===== src/rtl/icache_refill_ctrl.sv =====
// Purpose : hit check and single-line refill controller for an 8-line direct-mapped I-cache.
// Latency : hit returns instr in the same cycle; a miss with back-to-back acks resolves in 6 cycles.
// Backpr. : stall holds fetch during refill; the memory port waits indefinitely on mem_ack.
// Ports   : fetch side (fetch_req, pc -> instr, instr_valid, stall),
//           storage side (cache_idx, cache_valid/tag_rd/data_rd in; cache_hit, cache_tag, cache_data out),
//           memory side (mem_req, mem_addr -> mem_rdata, mem_ack), miss_count statistic.
module icache_refill_ctrl #(
  parameter int TAG_W = 27,
  parameter int IDX_W = 3,
  parameter int CNT_W = 16
) (
  input  logic             clk,
  input  logic             rst_n,
  input  logic             fetch_req,
  input  logic [31:0]      pc,
  output logic [31:0]      instr,
  output logic             instr_valid,
  output logic             stall,
  output logic [IDX_W-1:0] cache_idx,
  input  logic             cache_valid,
  input  logic [TAG_W-1:0] cache_tag_rd,
  input  logic [127:0]     cache_data_rd,
  output logic             cache_hit,
  output logic [TAG_W-1:0] cache_tag,
  output logic [127:0]     cache_data,
  output logic             mem_req,
  output logic [31:0]      mem_addr,
  input  logic [31:0]      mem_rdata,
  input  logic             mem_ack,
  output logic [CNT_W-1:0] miss_count
);

  localparam logic [1:0] ST_LOOKUP = 2'd0;
  localparam logic [1:0] ST_FILL   = 2'd1;
  localparam logic [1:0] ST_WRITE  = 2'd2;

  logic [1:0]       state_q, state_d;
  logic             mem_req_q, mem_req_d;
  logic [31:0]      mem_addr_q, mem_addr_d;
  logic [1:0]       k_q, k_d;
  logic [127:0]     buf_q, buf_d;
  logic [TAG_W-1:0] miss_tag_q, miss_tag_d;
  logic [IDX_W-1:0] miss_idx_q, miss_idx_d;
  logic [CNT_W-1:0] miss_count_q, miss_count_d;

  logic [TAG_W-1:0] pc_tag;
  logic [IDX_W-1:0] pc_idx;
  logic [1:0]       pc_word;
  logic             lookup_hit;

  assign pc_tag  = pc[31 -: TAG_W];
  assign pc_idx  = pc[2 +: IDX_W];
  assign pc_word = pc[1:0];

  always_comb begin
    state_d      = state_q;
    mem_req_d    = mem_req_q;
    mem_addr_d   = mem_addr_q;
    k_d          = k_q;
    buf_d        = buf_q;
    miss_tag_d   = miss_tag_q;
    miss_idx_d   = miss_idx_q;
    miss_count_d = miss_count_q;

    cache_idx   = pc_idx;
    instr_valid = 1'b0;
    stall       = 1'b0;
    cache_hit   = 1'b1;
    // Storage read port is indexed by cache_idx, so this is only meaningful in LOOKUP.
    lookup_hit  = cache_valid && (cache_tag_rd == pc_tag);
    instr       = cache_data_rd[{pc_word, 5'd0} +: 32];

    case (state_q)
      ST_LOOKUP: begin
        if (fetch_req) begin
          if (lookup_hit) begin
            instr_valid = 1'b1;
          end else begin
            stall      = 1'b1;
            miss_tag_d = pc_tag;
            miss_idx_d = pc_idx;
            k_d        = 2'd0;
            mem_req_d  = 1'b1;
            mem_addr_d = {pc_tag, pc_idx, 2'b00};
            if (miss_count_q != '1) begin
              miss_count_d = miss_count_q + 1'b1;
            end
            state_d = ST_FILL;
          end
        end
      end
      ST_FILL: begin
        cache_idx = miss_idx_q;
        stall     = 1'b1;
        if (mem_req_q && mem_ack) begin
          buf_d[{k_q, 5'd0} +: 32] = mem_rdata;
          k_d        = k_q + 2'd1;
          mem_addr_d = {miss_tag_q, miss_idx_q, k_q + 2'd1};
          if (k_q == 2'd3) begin
            mem_req_d = 1'b0;
            state_d   = ST_WRITE;
          end
        end
      end
      ST_WRITE: begin
        cache_idx = miss_idx_q;
        stall     = 1'b1;
        cache_hit = 1'b0;
        state_d   = ST_LOOKUP;
      end
      default: state_d = ST_LOOKUP;
    endcase

    // While reset is held the storage must never see a write strobe and fetch is released.
    if (!rst_n) begin
      stall     = 1'b0;
      cache_hit = 1'b1;
    end
  end

  always_ff @(posedge clk) begin
    if (!rst_n) begin
      state_q      <= ST_LOOKUP;
      mem_req_q    <= 1'b0;
      mem_addr_q   <= '0;
      k_q          <= '0;
      buf_q        <= '0;
      miss_tag_q   <= '0;
      miss_idx_q   <= '0;
      miss_count_q <= '0;
    end else begin
      state_q      <= state_d;
      mem_req_q    <= mem_req_d;
      mem_addr_q   <= mem_addr_d;
      k_q          <= k_d;
      buf_q        <= buf_d;
      miss_tag_q   <= miss_tag_d;
      miss_idx_q   <= miss_idx_d;
      miss_count_q <= miss_count_d;
    end
  end

  assign mem_req    = mem_req_q;
  assign mem_addr   = mem_addr_q;
  assign cache_tag  = miss_tag_q;
  assign cache_data = buf_q;
  assign miss_count = miss_count_q;

endmodule


===== config.mk =====
export PLATFORM = sky130hd
export DESIGN_NAME = icache_refill_ctrl
export DESIGN_NICKNAME = d
export VERILOG_FILES = /design/src/rtl/icache_refill_ctrl.sv
export SDC_FILE = /design/constraint.sdc
export NUM_CORES = 1
export LEC_CHECK = 0
export CORE_AREA = 2 2 179 181
export DETAILED_ROUTE_END_ITERATION = 8
export DIE_AREA = 0 0 181 183
export GPL_ROUTABILITY_DRIVEN = 0
export PLACE_DENSITY = 0.68
export SYNTH_ARGS = -nofsm -noshare
export SYNTH_HDL_FRONTEND = slang
export SYNTH_SLANG_ARGS = --single-unit

===== constraint.sdc =====
create_clock -name clk -period 2.1 [get_ports clk]
set_clock_uncertainty 0.2 [all_clocks]
set_input_delay 0.42 -clock clk [delete_from_list [all_inputs] [get_ports clk]]
set_output_delay 0.42 -clock clk [all_outputs]
set_load 0.02 [all_outputs]

* After elaboration in Yosys (flattened, before gate mapping)
Cells that the tools add are included.
** Operators by class
- Equal/unequal tests :: 9
- Shift-type cells :: 3
- Reductions and logical operators :: 11
- $add $sub $neg :: 3
- Multipliers :: 0
- Bitwise gates (word level) :: 1
- Muxes and demuxes :: 29
- Divide/modulo/power cells :: 0
- Order comparisons :: 0
** Operators with widths (count)
- 128-bit bitwise mux :: 1
- 32-bit by 9-bit variable shift with 128-bit output (first input constant) :: 1
- 128-bit by 8-bit indexed part select with 32-bit output :: 1
- 32-bit by 9-bit indexed part select with 128-bit output :: 1
- 32-bit 2-to-1 mux :: 3
- 32-bit one-hot mux with 2 select lines :: 1
- 27-bit equality test :: 1
- 16-bit by 1-bit adder with 16-bit output (second input constant) :: 1
- 16-bit != test (second input constant) :: 1
- 2-bit 2-to-1 mux :: 7
- 1-bit 2-to-1 mux :: 12
- 4-bit AND reduction :: 3
- 7-bit negation with 9-bit output :: 1
- 2-bit != test (second input constant) :: 4
- 2-bit one-hot mux with 2 select lines :: 2
- 5-bit AND reduction :: 1
- 2-bit equality test (second input constant) :: 2
- 1-bit one-hot mux with 2 select lines :: 2
- 3-bit 2-to-1 mux :: 1
- 3-bit AND reduction :: 1
- 2-bit by 1-bit adder with 2-bit output (second input constant) :: 1
- 2-bit by 1-bit equality test with 1-bit output (second input constant) :: 1
- 1-bit logical AND :: 2
- 2-bit zero test :: 1
- other kinds (4) :: 4
** Storage, ports and cells
- Logic and storage cells :: 64
- Bits in read-only memories :: 0
- Bits in latches :: 0
- Output and inout bits :: 242
- RAM bits :: 0
- Input bits :: 224
- Register bits after elaboration :: 211
- Memories :: 0

* Longest topological paths before layout
- Depth after elaboration :: 6
- Gate-level depth with buffers :: 9
- Depth with buffers taken out :: 7

* Least setup slack after synthesis
Ideal clock, no wire load.
- Path type :: input-to-output
- Start point :: input rst_n
- End point :: output stall
- Setup slack :: -307 ps
- Arrival :: 1787 ps
- Path buffers :: 3
- Stages on the path :: 4
- Cells stage by stage :: clkbuf_1 clkbuf_1 clkbuf_1 nor3b_1
** On the way
- Cells in the longest elaborated chain, start to end :: 1
** Ends and longest elaborated chain
- start, declared :: RTL line 13 : input logic rst_n,
- 1-bit 2-to-1 mux :: RTL line 115 : if (!rst_n) begin
- end, declared :: RTL line 18 : output logic stall,
Every way passes these cells.

* Worst setup path in the final report
- Start point :: input cache_tag_rd[5]
- End point :: output stall
** On the way
- Cells in the longest elaborated chain, start to end :: 6
** Ends and longest elaborated chain
- start, declared :: RTL line 21 : input logic [TAG_W-1:0] cache_tag_rd,
- 27-bit equality test :: RTL line 70 : lookup_hit = cache_valid && (cache_tag_rd == pc_tag);
- 1-bit logical AND :: RTL line 70
- 1-bit 2-to-1 mux :: RTL line 76 : if (lookup_hit) begin
- 1-bit 2-to-1 mux :: RTL line 75 : if (fetch_req) begin
- 1-bit one-hot mux with 2 select lines :: RTL line 73 : case (state_q)
- 1-bit 2-to-1 mux :: RTL line 115
Every way passes these cells.

==> results.py <==
metrics = {
    "outcome": {
        "outcome": "finished, violations left",
        "violations": "setup timing",
    },
    "sta": {
        "final_hold_viol_count": 0,
        "setup_ws_ns": -0.285,
        "max_freq_mhz": 419,
        "tightest_slew_ns": 0.889,
        "slew_headroom_pct": 40.7,
        "rsz0062_at_grt": "true",
        "period_share_pct": 114,
        "drv_slew": 0,
        "fin_crit_ns": 2.39,
        "finalSetupViolations": 49,
    },
    "drt": {
        "drt-total-wl_um": 45700,
        "topRoutingLayerUsed": "met5",
        "drt_first_iter_violations": 663,
        "wl_per_cell_um": 22.4,
        "ant_nets": 0,
        "routed_via_density": 5.28,
        "drt_pre_antenna_iters": 5,
        "route.met3.wl_um": 4420,
        "wl_met2_um": 22000,
        "vias": 10800,
        "drc": 0,
        "wl_met1_um": 17800,
    },
    "logic_synthesis": {
        "synth-edff-count": 0,
        "synth-seq-area-share_pct": 42.6,
        "synth_nets": 1320,
        "ys_types": 47,
        "netlist_top_cells_area": "dfxtp_1 43%, a21boi_0 9.8%, nand3_1 8.3%",
        "synth_warnings": 0,
        "ys.flop_type": "dfxtp_1",
        "synthCells": 1084,
        "avgSynthCellArea_um2": 9.06,
        "synth_seq_cells": 209,
        "async_reset_ff_share_pct": 0,
        "yosysTopAreaCell": "dfxtp_1",
        "netlist_area_um2": 9820,
        "netlist.area_leader.share_pct": 42.6,
    },
    "cells_and_area": {
        "drive_gt1_share_pct": 22.8,
        "multiInputGateArea_um2": 5690,
        "fin_cells": 2040,
        "seq_area_um2": 4190,
        "nFillCells": 2789,
        "design_area_um2": 17500,
        "fin_nets": 1854,
        "syn_to_final_growth_pct": 78.5,
    },
    "floorplan": {
        "start_util_pct": 31.4,
        "ios": 466,
        "core_area_um2": 31200,
        "fp.dieH_um": 183,
        "dieArea_um2": 33100,
        "die_x_um": 181,
        "rows": 65,
    },
    "place": {
        "placedCellCount": 1942,
        "port_buffers": 465,
        "placed_cell_area_um2": 15600,
        "hpwl_um": 29900,
    },
    "critical_path": {
        "cp_slowest_cell": "dlygate4sd2_1",
        "endpoint_kind": "primary output",
        "arrival_ns": 1.77,
        "start_kind": "input port",
        "crit_fanout": 3,
        "path_delay_family": "buffers and inverters",
        "cp_cell_sequence": "dlygate4sd2_1, xnor2_1, nand4_1, nor3_2, buf_4, a21oi_4, nor2_4, nor3b_4, buf_6",
        "cpPeakStageDelay_ns": 0.24,
        "crit_type": "in -> out",
        "worstPathRequired_ns": 1.48,
        "critical_path_buf_inv_count": 3,
    },
    "run": {
        "max_cap_viol_count": 0,
    },
    "grt": {
        "antenna_found_initial": 4,
        "grt_pass1_vias": 10200,
        "grt-ovfl-total": 0,
        "grt_pass1_wl_um": 62500,
        "grt_util_all_layers_pct": 24.4,
        "grt_max_degree": 162,
    },
    "clock_network": {
        "clk_pin_slew_ns": 0.06,
        "clock_latency_ns": 0.52,
        "cts_tree": "built",
        "clockRootBuffer": "clkbuf_16",
        "cts.path.max_buffers": 3,
        "cts_num_sinks": 209,
        "h-tree-depth": 1,
        "numCtsBuffers": 24,
    },
    "power_and_ir_drop": {
        "peakVddDrop_v": 0.000651,
        "p_leak_nw": 8.15,
        "power_density_nw_per_um2": 763,
    },
    "worst_hold_path": {
        "hp-class": "in -> reg",
    },
}
area by class of cell:
cell class                 count  area share (%)
clock inverter                 9           0.828
timing repair buffer         605            35.8
multi-input combinational    770            32.4
clock buffer                  34            3.93
sequential                   209            23.9
antenna                        3          0.0428
inverter                       8           0.171
tap                          402            2.87
where the power goes:
group	internal, mW	switching, mW
Combinational	2.15	2.30
Clock	2.77	1.67
Sequential	4.30	0.189
worst reg2reg max path, delay by kind of cell, from the launching register on:
family | cells | cell delay, ns
DFF | 1 | 0.32
adders and majority gates | 1 | 0.16
AOI/OAI and AO/OA | 3 | 0.39
and+or+nand+nor | 2 | 0.27
buffers and inverters | 7 | 0.72
per-layer routing:
layer	track usage (%)	vias to the layer above
li1	-	4923
met1	29.8	5180
met2	41.4	567
met3	6.93	92
met4	8.29	2
met5	0	-
final timing paths:
kind	from	end	slack [ns]	depth (start not counted)
min reg2reg	cache_data[121]	cache_data[121]	0.25	2
max reg2reg	state_q[1]	mem_addr[8]	-0.08	13
max	cache_tag_rd[5]	stall	-0.29	9
min	pc[7]	cache_tag[2]	0.03	4
cell usage in the layout, fill, tap and decap left out, types with 19 or more instances in the layout:
cell type,synthesis,layout
o211a_1,30,30
a21boi_1,6,124
o21ai_0,33,32
nand2_1,214,199
dlymetal6s2s_1,0,43
buf_2,10,24
buf_12,0,28
buf_4,2,75
dfxtp_1,209,202
dlygate4sd2_1,0,211
mux2i_1,39,39
clkbuf_16,0,39
clkdlybuf4s50_1,0,123
buf_6,2,50
nand3_1,162,143
mux4_2,32,32
nand3_2,2,19
through the flow:
step                total power, mW  setup slack, ns  hold WS (ns)  TNS (ns)  utilization [%]
global placement               8.41            -1.25         0.248    -94.97             49.8
detailed placement             8.44            -1.24         0.256    -97.43             49.8
floorplan                      6.46          -0.0640         0.245     -1.97                -
CTS                            13.1           -0.298       0.00504     -1.23             52.7
finish                         13.4           -0.285        0.0263     -2.65             56.1
global route                   13.9           -0.400        0.0437    -15.11             56.1
synth_stat cells, drive strengths merged (7+ instances only):
cell type and count:
xnor2 27, nand2 214, nand2b 8, nand4 14, nand3 164, nor3b 7, o21ai 35, inv 8
mux2i 39, o211a 30, buf 22, dfxtp 209, clkbuf 75, mux4 32, ha 12, a21boi 134
repair_timing:
action	in CTS	in global routing
endpoints found under the hold margin	5	0
setup buffers	6	18
pin swaps	38	122
gates cloned	6	19
setup endpoints to repair	293	206
gates resized for setup	586	296
hold buffers	5	0
flip-flops by register name, summed over array words and instances, names as in the netlist:
| name | flops |
|---|---|
| state_q | 2 |
| miss_idx_q | 3 |
| mem_req | 1 |
| cache_data | 128 |
| cache_tag | 27 |
| mem_addr | 32 |
| miss_count | 16 |
kinds of logic after synthesis:
kind of cell | share of synthesized area (%)
flops | 42.6
mux | 11.7
xor+xnor | 2.41
compound gates | 16.3
buf+inv | 4.37
fa+ha+maj | 1.53
simple gates | 21.1
No activity file was read; power rests on OpenSTA's default activity.
